### src/rtl/iob_picorv32_bus_arb_pkg.sv
// rtl/iob_picorv32_bus_arb_pkg.sv - shared owner/grant types and defaults for the I/D bus arbiter
package iob_picorv32_bus_arb_pkg;

   typedef logic owner_t;
   typedef owner_t grant_t;

   localparam owner_t OWNER_I = 1'b0;
   localparam owner_t OWNER_D = 1'b1;

   localparam int OUTST_W_DEF = 2;

endpackage

### src/rtl/iob_picorv32_bus_arb_if.sv
// rtl/iob_picorv32_bus_arb_if.sv - I, D and manager IOb signal bundle for the bus arbiter
interface iob_picorv32_bus_arb_if #(
   parameter int ADDR_W = 32,
   parameter int DATA_W = 32
);
   logic                  i_valid_i;
   logic [ADDR_W-1:0]     i_addr_i;
   logic [DATA_W-1:0]     i_wdata_i;
   logic [DATA_W/8-1:0]   i_wstrb_i;
   logic [DATA_W-1:0]     i_rdata_o;
   logic                  i_rvalid_o;
   logic                  i_ready_o;

   logic                  d_valid_i;
   logic [ADDR_W-1:0]     d_addr_i;
   logic [DATA_W-1:0]     d_wdata_i;
   logic [DATA_W/8-1:0]   d_wstrb_i;
   logic [DATA_W-1:0]     d_rdata_o;
   logic                  d_rvalid_o;
   logic                  d_ready_o;

   logic                  m_valid_o;
   logic [ADDR_W-1:0]     m_addr_o;
   logic [DATA_W-1:0]     m_wdata_o;
   logic [DATA_W/8-1:0]   m_wstrb_o;
   logic [DATA_W-1:0]     m_rdata_i;
   logic                  m_rvalid_i;
   logic                  m_ready_i;

   modport slave (
      input  i_valid_i, i_addr_i, i_wdata_i, i_wstrb_i,
      output i_rdata_o, i_rvalid_o, i_ready_o,
      input  d_valid_i, d_addr_i, d_wdata_i, d_wstrb_i,
      output d_rdata_o, d_rvalid_o, d_ready_o,
      output m_valid_o, m_addr_o, m_wdata_o, m_wstrb_o,
      input  m_rdata_i, m_rvalid_i, m_ready_i
   );

   modport master (
      output i_valid_i, i_addr_i, i_wdata_i, i_wstrb_i,
      input  i_rdata_o, i_rvalid_o, i_ready_o,
      output d_valid_i, d_addr_i, d_wdata_i, d_wstrb_i,
      input  d_rdata_o, d_rvalid_o, d_ready_o,
      input  m_valid_o, m_addr_o, m_wdata_o, m_wstrb_o,
      output m_rdata_i, m_rvalid_i, m_ready_i
   );

endinterface

### src/rtl/iob_picorv32_bus_arb_owner_fifo.sv
// rtl/iob_picorv32_bus_arb_owner_fifo.sv - in-order owner FIFO for outstanding reads
module iob_picorv32_bus_arb_owner_fifo
   import iob_picorv32_bus_arb_pkg::*;
#(
   parameter int OUTST_W = OUTST_W_DEF
) (
   input  logic   clk_i,
   input  logic   arst_i,
   input  logic   cke_i,
   input  logic   push_i,
   input  owner_t owner_i,
   input  logic   pop_i,
   output owner_t head_o,
   output logic   full_o,
   output logic   empty_o
);

   localparam int DEPTH = 2**OUTST_W;

   logic [DEPTH-1:0]   r_mem;
   logic [OUTST_W-1:0] r_wptr;
   logic [OUTST_W-1:0] r_rptr;
   logic [OUTST_W:0]   r_cnt;
   logic               w_push;
   logic               w_pop;

   assign full_o  = (r_cnt == (OUTST_W+1)'(DEPTH));
   assign empty_o = (r_cnt == '0);
   assign head_o  = r_mem[r_rptr];
   assign w_push  = push_i & ~full_o;
   assign w_pop   = pop_i & ~empty_o;

   always_ff @(posedge clk_i) begin
      if (cke_i && w_push) r_mem[r_wptr] <= owner_i;
   end

   always_ff @(posedge clk_i or posedge arst_i) begin
      if (arst_i) begin
         r_wptr <= '0;
         r_rptr <= '0;
         r_cnt  <= '0;
      end else if (cke_i) begin
         if (w_push) r_wptr <= r_wptr + 1'b1;
         if (w_pop)  r_rptr <= r_rptr + 1'b1;
         case ({w_push, w_pop})
            2'b10:   r_cnt <= r_cnt + (OUTST_W+1)'(1);
            2'b01:   r_cnt <= r_cnt - (OUTST_W+1)'(1);
            default: r_cnt <= r_cnt;
         endcase
      end
   end

endmodule

### src/rtl/iob_picorv32_bus_arb.sv
// rtl/iob_picorv32_bus_arb.sv - merges picorv32 I and D buses onto one IOb manager port
// Build option: IOB_PICORV32_BUS_ARB_RR_EN selects round-robin instead of D-first priority.
module iob_picorv32_bus_arb
   import iob_picorv32_bus_arb_pkg::*;
#(
   parameter int ADDR_W  = 32,
   parameter int DATA_W  = 32,
   parameter int OUTST_W = OUTST_W_DEF
) (
   input  logic clk_i,
   input  logic arst_i,
   input  logic cke_i,
   iob_picorv32_bus_arb_if.slave bus,
   output logic err_o
);

   logic   r_lock;
   grant_t r_grant;
   owner_t r_last;
   logic   r_err;

   grant_t w_grant;
   grant_t w_winner;
   logic   w_locked;
   logic   w_gvalid;
   logic   w_accept;
   logic   w_push;
   logic   w_pop;
   logic   w_full;
   logic   w_empty;
   owner_t w_head;

`ifdef IOB_PICORV32_BUS_ARB_RR_EN
   assign w_winner = (r_last == OWNER_D) ? OWNER_I : OWNER_D;
`else
   // fixed priority: D wins whatever the history
   assign w_winner = (r_last == OWNER_I) ? OWNER_D : OWNER_D;
`endif

   // a lock only holds while its owner keeps valid asserted
   assign w_locked = r_lock & ((r_grant == OWNER_I) ? bus.i_valid_i : bus.d_valid_i);

   always_comb begin
      w_grant = OWNER_D;
      if (w_locked)                          w_grant = r_grant;
      else if (bus.i_valid_i && bus.d_valid_i) w_grant = w_winner;
      else if (bus.i_valid_i)                w_grant = OWNER_I;
   end

   assign w_gvalid      = (w_grant == OWNER_I) ? bus.i_valid_i : bus.d_valid_i;
   assign bus.m_valid_o = w_gvalid & ~w_full;
   assign bus.m_addr_o  = (w_grant == OWNER_I) ? bus.i_addr_i  : bus.d_addr_i;
   assign bus.m_wdata_o = (w_grant == OWNER_I) ? bus.i_wdata_i : bus.d_wdata_i;
   assign bus.m_wstrb_o = (w_grant == OWNER_I) ? bus.i_wstrb_i : bus.d_wstrb_i;

   assign w_accept      = bus.m_valid_o & bus.m_ready_i;
   assign bus.i_ready_o = w_accept & (w_grant == OWNER_I);
   assign bus.d_ready_o = w_accept & (w_grant == OWNER_D);
   assign w_push        = w_accept & (bus.m_wstrb_o == '0);
   assign w_pop         = bus.m_rvalid_i & ~w_empty;

   assign bus.i_rvalid_o = w_pop & (w_head == OWNER_I);
   assign bus.d_rvalid_o = w_pop & (w_head == OWNER_D);
   assign bus.i_rdata_o  = bus.m_rdata_i;
   assign bus.d_rdata_o  = bus.m_rdata_i;
   assign err_o          = r_err;

   always_ff @(posedge clk_i or posedge arst_i) begin
      if (arst_i) begin
         r_lock  <= 1'b0;
         r_grant <= OWNER_D;
         r_last  <= OWNER_D;
         r_err   <= 1'b0;
      end else if (cke_i) begin
         r_lock <= bus.m_valid_o & ~bus.m_ready_i;
         if (bus.m_valid_o && !bus.m_ready_i) r_grant <= w_grant;
         if (w_accept) r_last <= w_grant;
         if (bus.m_rvalid_i && w_empty) r_err <= 1'b1;
      end
   end

   iob_picorv32_bus_arb_owner_fifo #(
      .OUTST_W (OUTST_W)
   ) u_owner_fifo (
      .clk_i   (clk_i),
      .arst_i  (arst_i),
      .cke_i   (cke_i),
      .push_i  (w_push),
      .owner_i (w_grant),
      .pop_i   (w_pop),
      .head_o  (w_head),
      .full_o  (w_full),
      .empty_o (w_empty)
   );

endmodule

### src/flat_wrapper.sv
// flat-port wrapper written by rule: the top's interface ports become plain ports
module iob_picorv32_bus_arb_flat import iob_picorv32_bus_arb_pkg::*;
#(
   parameter int ADDR_W  = 32,
   parameter int DATA_W  = 32,
   parameter int OUTST_W = OUTST_W_DEF
)
  (clk_i, arst_i, cke_i, err_o, bus_i_valid_i, bus_i_addr_i, bus_i_wdata_i, bus_i_wstrb_i, bus_i_rdata_o, bus_i_rvalid_o, bus_i_ready_o, bus_d_valid_i, bus_d_addr_i, bus_d_wdata_i, bus_d_wstrb_i, bus_d_rdata_o, bus_d_rvalid_o, bus_d_ready_o, bus_m_valid_o, bus_m_addr_o, bus_m_wdata_o, bus_m_wstrb_o, bus_m_rdata_i, bus_m_rvalid_i, bus_m_ready_i);
  iob_picorv32_bus_arb_if #(.ADDR_W(ADDR_W), .DATA_W(DATA_W)) bus_i ();
  input  logic clk_i;
  input  logic arst_i;
  input  logic cke_i;
  output logic err_o;
  input wire logic [$bits(bus_i.i_valid_i)-1:0] bus_i_valid_i;
  input wire logic [$bits(bus_i.i_addr_i)-1:0] bus_i_addr_i;
  input wire logic [$bits(bus_i.i_wdata_i)-1:0] bus_i_wdata_i;
  input wire logic [$bits(bus_i.i_wstrb_i)-1:0] bus_i_wstrb_i;
  output wire logic [$bits(bus_i.i_rdata_o)-1:0] bus_i_rdata_o;
  output wire logic [$bits(bus_i.i_rvalid_o)-1:0] bus_i_rvalid_o;
  output wire logic [$bits(bus_i.i_ready_o)-1:0] bus_i_ready_o;
  input wire logic [$bits(bus_i.d_valid_i)-1:0] bus_d_valid_i;
  input wire logic [$bits(bus_i.d_addr_i)-1:0] bus_d_addr_i;
  input wire logic [$bits(bus_i.d_wdata_i)-1:0] bus_d_wdata_i;
  input wire logic [$bits(bus_i.d_wstrb_i)-1:0] bus_d_wstrb_i;
  output wire logic [$bits(bus_i.d_rdata_o)-1:0] bus_d_rdata_o;
  output wire logic [$bits(bus_i.d_rvalid_o)-1:0] bus_d_rvalid_o;
  output wire logic [$bits(bus_i.d_ready_o)-1:0] bus_d_ready_o;
  output wire logic [$bits(bus_i.m_valid_o)-1:0] bus_m_valid_o;
  output wire logic [$bits(bus_i.m_addr_o)-1:0] bus_m_addr_o;
  output wire logic [$bits(bus_i.m_wdata_o)-1:0] bus_m_wdata_o;
  output wire logic [$bits(bus_i.m_wstrb_o)-1:0] bus_m_wstrb_o;
  input wire logic [$bits(bus_i.m_rdata_i)-1:0] bus_m_rdata_i;
  input wire logic [$bits(bus_i.m_rvalid_i)-1:0] bus_m_rvalid_i;
  input wire logic [$bits(bus_i.m_ready_i)-1:0] bus_m_ready_i;
  assign bus_i.i_valid_i = bus_i_valid_i;
  assign bus_i.i_addr_i = bus_i_addr_i;
  assign bus_i.i_wdata_i = bus_i_wdata_i;
  assign bus_i.i_wstrb_i = bus_i_wstrb_i;
  assign bus_i_rdata_o = bus_i.i_rdata_o;
  assign bus_i_rvalid_o = bus_i.i_rvalid_o;
  assign bus_i_ready_o = bus_i.i_ready_o;
  assign bus_i.d_valid_i = bus_d_valid_i;
  assign bus_i.d_addr_i = bus_d_addr_i;
  assign bus_i.d_wdata_i = bus_d_wdata_i;
  assign bus_i.d_wstrb_i = bus_d_wstrb_i;
  assign bus_d_rdata_o = bus_i.d_rdata_o;
  assign bus_d_rvalid_o = bus_i.d_rvalid_o;
  assign bus_d_ready_o = bus_i.d_ready_o;
  assign bus_m_valid_o = bus_i.m_valid_o;
  assign bus_m_addr_o = bus_i.m_addr_o;
  assign bus_m_wdata_o = bus_i.m_wdata_o;
  assign bus_m_wstrb_o = bus_i.m_wstrb_o;
  assign bus_i.m_rdata_i = bus_m_rdata_i;
  assign bus_i.m_rvalid_i = bus_m_rvalid_i;
  assign bus_i.m_ready_i = bus_m_ready_i;
  iob_picorv32_bus_arb #(.ADDR_W(ADDR_W), .DATA_W(DATA_W), .OUTST_W(OUTST_W)) u_core (.clk_i(clk_i), .arst_i(arst_i), .cke_i(cke_i), .bus(bus_i), .err_o(err_o));
endmodule
### config.mk
export PLATFORM = sky130hd
export DESIGN_NAME = iob_picorv32_bus_arb_flat
export DESIGN_NICKNAME = d
export VERILOG_FILES = /design/src/rtl/iob_picorv32_bus_arb_pkg.sv /design/src/rtl/iob_picorv32_bus_arb_if.sv /design/src/rtl/iob_picorv32_bus_arb_owner_fifo.sv /design/src/rtl/iob_picorv32_bus_arb.sv /design/src/flat_wrapper.sv
export SDC_FILE = /design/constraint.sdc
export NUM_CORES = 1
export LEC_CHECK = 0
export BUFFER_PORTS_ARGS = -buffer_cell sky130_fd_sc_hd__buf_4
export CORE_AREA = 2 2 121 123
export CTS_CLUSTER_SIZE = 25
export DETAILED_ROUTE_END_ITERATION = 12
export DIE_AREA = 0 0 123 125
export SETUP_SLACK_MARGIN = 0.5
export SLEW_MARGIN = 0
export SYNTH_ARGS = -nofsm -noshare
export SYNTH_HDL_FRONTEND = slang
export SYNTH_SLANG_ARGS = --single-unit
### constraint.sdc
create_clock -name clk_i -period 4.1 [get_ports clk_i]
set_input_delay 0.615 -clock clk_i [delete_from_list [all_inputs] [get_ports clk_i]]
set_output_delay 0.615 -clock clk_i [all_outputs]
set_load 0.01 [all_outputs]
==> qor.csv, run 1 <==
stage;metric;value;unit
timing;skew;0.00237;ns
yosys;synth_top_family_by_area;multiplexers;
cts;cts_tree;yes;
timing;slew_violations;0;
floorplanning;fp.dieH;125;um
pwr;ir_worst_vdd;0.139;mV
worst_setup_path;ff2ff_setup_slack;1.53;ns
grt;first_global_vias;1994;
yosys;synth_cell_types;33;
yosys;synthCells;208;
grt;grt_pass1_wl;9800;um
floorplanning;die_w;123;um
yosys;yosysTopAreaCell;mux2_2;
timing;fin_crit;2.64;ns
yosys;synthXorXnorAreaFrac;0.0255;
timing;fmax;379;MHz
grt;grt_max_degree;49;
pwr;p_total;965;uW
worst_setup_path;ff2ff_path_depth;11;
cts;numCtsBuffers;3;
routing;wirelength;7220;um
placed_design;numPortBuffers;216;
timing;finalSetupViolCount;0;
cts;cts_hold_buf;0;
placed_design;pre_cts_ws;1.25;ns
timing;finalCritPeriodShare;0.643;
worst_setup_path;path_max_fanout;48;
timing;hold_violations;0;
layout;nNetsFinal;540;
layout;final_common_cell;buf_4;
cts;postCtsSetupRepairBufs;0;
timing;rsz0062_at_grt;no;
yosys;synthDominantCellAreaShare;0.372;
routing;wl_per_cell;13.3;um
yosys;synth_compound_area_frac;0.0194;
grt;grt_overflow;0;
status;status;complete, no violations;
routing;vias_per_cell;3.75;
pwr;power_density;277;nW/um2
layout;num-fill-cells;1522;
placed_design;gp_congestion;0.733;
timing;max_slew_margin;0.588;
layout;regArea;372;um2
yosys;async_flop_share;0.714;
worst_setup_path;rr_startpoint;u_core.r_grant;
routing;ant_nets;0;
timing;final.setup.worst_slack;1.46;ns
grt;track_usage;0.0816;
floorplanning;ios;313;
routing;num_vias;2034;
worst_setup_path;crit_type;flip-flop to primary output;
cts;clock_sinks;14;
worst_setup_path;cp.arrival;2.02;ns
routing;drc;0;
placed_design;hpwl;6380;um
layout;area_growth;69.4;%
cts;clkSlewWorstSetupHoldPaths;0.05;ns
placed_design;post-place-cells;538;
cts;clockBufferDepth;2;
worst_setup_path;end_kind;primary output;
worst_setup_path;start_kind;flip-flop;
timing;setup_tns;0;ns
yosys;yosys_warnings;0;
flow_run;cap_violations;0;
worst_setup_path;r2r-end;u_core.u_owner_fifo.r_cnt[2];
layout;drive_gt1_frac;0.830;
yosys;synth-edff-count;4;
floorplanning;coreArea;14200;um2
pwr;p_leak;0.00168;uW
yosys;synth.area.top_cells;mux2_2 (37%), buf_4 (24%), dfrtp_1 (11%), edfxtp_1 (5.8%), ha_1 (3.0%);
yosys;synth.avg_cell_area;9.90;um2
layout;multiInputGateArea;1140;um2
yosys;synth-simple-area-share;0.0729;
yosys;netlist_area;2060;um2
layout;layout_common_cells;buf_4 (218), mux2_2 (68), dfrtp_1 (9);
cts;ctsResizeCount;0;
yosys;synth_top_flop_cell;dfrtp_1;
yosys;synth.area.mux_share;0.393;
grt;grt_antenna_before_repair;0;
yosys;synth_nets;389;
floorplanning;initial_core_util;0.145;
layout;stdcell_count;542;
yosys;synth_seq_area_share;0.180;
floorplanning;die_area;15400;um2
cts;clk_latency;0.24;ns
yosys;synthAdderAreaFrac;0.0401;
min_path;hold_class;input pin to async pin;
layout;antenna_cells;0;
cts;cts.htree.levels;1;
yosys;ys_ff_latch;14;
floorplanning;rows;44;
routing;first_pass_iters;2;
worst_setup_path;cp.required;3.48;ns
routing;drt_iter0_drc;61;
timing;tightest_slew;0.618;ns
cts;root_buffer;clkbuf_16;
[metal layers]
| layer | vias up | GRT usage | share of wire |
|---|---|---|---|
| met2 | 173 | 0.166 | 0.53 |
| met1 | 890 | 0.0782 | 0.31 |
| met4 | 0 | 0.0254 | 0.021 |
| met3 | 26 | 0.0187 | 0.14 |
| met5 | - | 0 | 0 |
| li1 | 945 | - | - |
[synth_stat cells (2+ instances only)]
library cell	n
and2_1	5
buf_2	7
buf_4	65
dfrtp_1	9
edfxtp_1	4
ha_1	5
inv_1	6
inv_2	2
mux2_2	68
nand2_1	4
nor2_1	4
nor4_1	2
o21ai_0	3
xnor2_1	4
xor2_1	2
[final cells by class]
class | instances | area share
Clock inverter | 1 | 0.00108
Inverter | 8 | 0.00861
Sequential cell | 14 | 0.106
Clock buffer | 3 | 0.0215
Multi-Input combinational cell | 114 | 0.327
Tap cell | 184 | 0.0660
Timing Repair Buffer | 218 | 0.469
[worst max-delay path by stage]
stage	startpoint	end	slack (ns)	depth (start not counted)
after floorplan	bus_d_valid_i	u_core.u_owner_fifo.r_cnt[2]	1.81	10
after global placement	bus_i_valid_i	u_core.u_owner_fifo.r_cnt[2]	1.31	11
after detailed placement	bus_i_valid_i	u_core.u_owner_fifo.r_cnt[2]	1.25	11
after CTS	u_core.r_grant	bus_m_wdata_o[6]	1.44	5
after global routing	u_core.r_grant	u_core.u_owner_fifo.r_cnt[2]	1.30	11
final	u_core.r_grant	bus_m_addr_o[21]	1.46	5
[stage by stage]
step                      area (um2)  utilization  hold slack, ns
after floorplan                 2060            -           0.453
after global placement          3410        0.240           0.464
after detailed placement        3410        0.240           0.473
after CTS                       3490        0.246           0.378
after global routing            3490        0.246           0.389
final                           3490        0.246           0.356
[worst max-delay path, cell delays in order, from the launching register on]
cell and delay (ns):
dfstp_2 0.36, nand2b_4 0.14, a21boi_4 0.15, buf_4 0.50
mux2_2 0.43, buf_4 0.15
[kinds of logic (layout without fill, tap and decap cells)]
logic type	after synthesis	in the layout
AND/OR/NAND/NOR	25	25
flip-flops	14	14
XOR/XNOR	6	6
adder cells (fa/ha/maj)	6	6
multiplexers	71	71
AO/OA/AOI/OAI	6	6
buffers and inverters	80	230
[power breakdown]
part,switching (uW),internal (uW)
Combinational,224,330
Sequential,37.2,190
Clock,54.4,129
[sequential cells by signal (all words and copies together), names as in the netlist]
signal	cells
u_core.u_owner_fifo.r_mem	4
u_core.u_owner_fifo.r_rptr	2
u_core.r_grant	1
u_core.u_owner_fifo.r_wptr	2
u_core.err_o	1
u_core.u_owner_fifo.r_cnt	3
u_core.r_lock	1
Power figures use the tool's default switching activity.
==> run 2, diff against run 1 <==
==> constraint.sdc (replaced) <==
create_clock -name clk_i -period 2.4 [get_ports clk_i]
set_input_delay 0.36 -clock clk_i [delete_from_list [all_inputs] [get_ports clk_i]]
set_output_delay 0.36 -clock clk_i [all_outputs]
set_load 0.01 [all_outputs]
==> run 2 against run 1 <==
Clock power is 70% higher. Final cell count is 5.0% higher. Power is 100% higher. Non-clock buffer count is 27 higher. Final area is 16% higher. Critical endpoint is now bus_m_wdata_o[19]. Highest routed layer unchanged.
==> qor.csv, run 2 (synthesis gave the netlist of run 1 again) <==
stage;metric;value;unit
cts;clockBufferDepth;2;
min_path;hold_class;input pin to async pin;
routing;wl_per_cell;18.0;um
pwr;p_leak;0.00197;uW
worst_setup_path;critPathBufInv;4;
status;status;complete, no violations;
floorplanning;die_area;15400;um2
layout;largest_register_ffs;4;
cts;cts.htree.levels;1;
layout;largestRegisters;u_core.u_owner_fifo.r_mem (4), u_core.u_owner_fifo.r_cnt (3);
worst_setup_path;start_kind;flip-flop;
cts;numCtsBuffers;3;
layout;antenna_cells;0;
cts;cts_tree;yes;
pwr;power_density;485;nW/um2
floorplanning;die_w;123;um
worst_setup_path;path_max_fanout;7;
cts;cts_hold_buf;0;
timing;max_slew_margin;0.712;
routing;num_vias;2146;
worst_setup_path;slowest_stage;dfstp_2;
worst_setup_path;critPathMaxStageDelay;0.36;ns
worst_setup_path;rr_startpoint;u_core.r_grant;
grt;grt_antenna_before_repair;0;
layout;nNetsFinal;567;
cts;root_buffer;clkbuf_16;
layout;drive_gt1_frac;0.873;
placed_design;hpwl;7130;um
floorplanning;initial_core_util;0.145;
worst_setup_path;ff2ff_path_depth;11;
layout;regMostFlops;u_core.u_owner_fifo.r_mem;
worst_setup_path;cpMostUsedCell;buf_4;
routing;vias_per_cell;3.77;
timing;finalCritPeriodShare;0.913;
worst_setup_path;cpLargestDelayFamily;buffers and inverters;
timing;fmax;456;MHz
grt;grt_pass1_wl;12100;um
timing;rsz0062_at_grt;yes;
floorplanning;fp.dieH;125;um
worst_setup_path;crit_chain;nand2b_4 -> a21boi_4 -> buf_12 -> buf_4 -> clkbuf_16 -> mux2_2 -> buf_4;
placed_design;numPortBuffers;216;
placed_design;pre_cts_ws;0.214;ns
timing;finalSetupViolCount;0;
grt;grt_max_degree;36;
routing;drc;0;
timing;fin_crit;2.19;ns
timing;skew;0.00406;ns
routing;wirelength;10300;um
worst_setup_path;crit_type;flip-flop to primary output;
flow_run;cap_violations;0;
pwr;ir_worst_vdd;0.261;mV
timing;slew_violations;0;
layout;layout_common_cells;buf_4 (218), mux2_2 (57), buf_6 (14);
cts;clkSlewWorstSetupHoldPaths;0.05;ns
timing;hold_violations;0;
worst_setup_path;end_kind;primary output;
floorplanning;rows;44;
layout;final_common_cell;buf_4;
worst_setup_path;cp.required;2.04;ns
routing;first_pass_iters;3;
timing;tightest_slew;0.432;ns
floorplanning;ios;313;
worst_setup_path;cp.arrival;1.83;ns
layout;area_growth;97.4;%
grt;grt_overflow;0;
timing;setup_tns;0;ns
worst_setup_path;r2r-end;u_core.u_owner_fifo.r_cnt[2];
timing;final.setup.worst_slack;0.209;ns
routing;drt_iter0_drc;28;
placed_design;gp_congestion;0.765;
worst_setup_path;ff2ff_setup_slack;0.27;ns
grt;track_usage;0.103;
cts;clk_latency;0.24;ns
floorplanning;coreArea;14200;um2
grt;first_global_vias;2147;
cts;clock_sinks;14;
routing;ant_nets;0;
## run 2: per-stage QoR
step / utilization / instance area [um2] / std cells / power (uW) / hold WS [ns]
after global routing: 0.286 / 4070 / 569 / 2100 / 0.153
after floorplan: - / 2090 / 208 / 1010 / 0.199
after detailed placement: 0.245 / 3470 / 541 / 1410 / 0.382
after global placement: 0.245 / 3470 / 541 / 1380 / 0.367
after CTS: 0.257 / 3640 / 548 / 1790 / 0.132
final: 0.286 / 4070 / 569 / 1970 / 0.121
## run 2: layout make-up
cell class	instances	area (um2)
inverters	8	30.0
fillers	1503	10100
clock buffers	4	78.8
flip-flops and latches	14	372
well taps	184	230
repair buffers	245	2100
multi-input cells	114	1260
## run 2: worst reg2reg max path: cells and delay by family, from the launching register on
kind            cells  cell delay, ns
flops               1            0.36
mux                 1            0.24
buf+inv             2            0.18
xor+xnor            2            0.28
compound gates      1            0.15
fa+ha+maj           2            0.46
simple gates        3            0.40
## run 2: per-layer routing
metal / part of all wire / wire (um) / GRT usage
met1: 0.40 / 4080 / 0.126
met2: 0.53 / 5410 / 0.189
met3: 0.074 / 760 / 0.0269
met4: 0.0013 / 13 / 0.00334
met5: 0 / 0 / 0
## run 2: repair_timing
| action | in CTS | in global routing |
|---|---|---|
| pin swaps | 3 | 4 |
| resized for setup | 5 | 35 |
| setup endpoints to repair | 74 | 80 |
| cloned | 2 | 10 |
| setup buffers | 1 | 11 |
## run 2: worst max-delay path by stage
stage	slack, ns	to	cells past startpoint	from
floorplan	0.32	u_core.u_owner_fifo.r_cnt[2]	11	u_core.r_grant
global placement	0.22	u_core.u_owner_fifo.r_cnt[2]	10	u_core.r_grant
detailed placement	0.21	u_core.u_owner_fifo.r_cnt[2]	10	u_core.r_grant
CTS	0.23	u_core.u_owner_fifo.r_cnt[2]	11	u_core.r_grant
global route	0.13	u_core.u_owner_fifo.r_cnt[2]	11	u_core.r_grant
finish	0.21	bus_m_wdata_o[19]	7	u_core.r_grant
## run 2: power by group
| group | switching [uW] | internal [uW] | total [uW] | leakage [uW] |
|---|---|---|---|---|
| clock | 88.6 | 224 | 312 | 0.0000382 |
| sequential | 66.5 | 325 | 391 | 0.000151 |
| combinational | 495 | 773 | 1270 | 0.00178 |
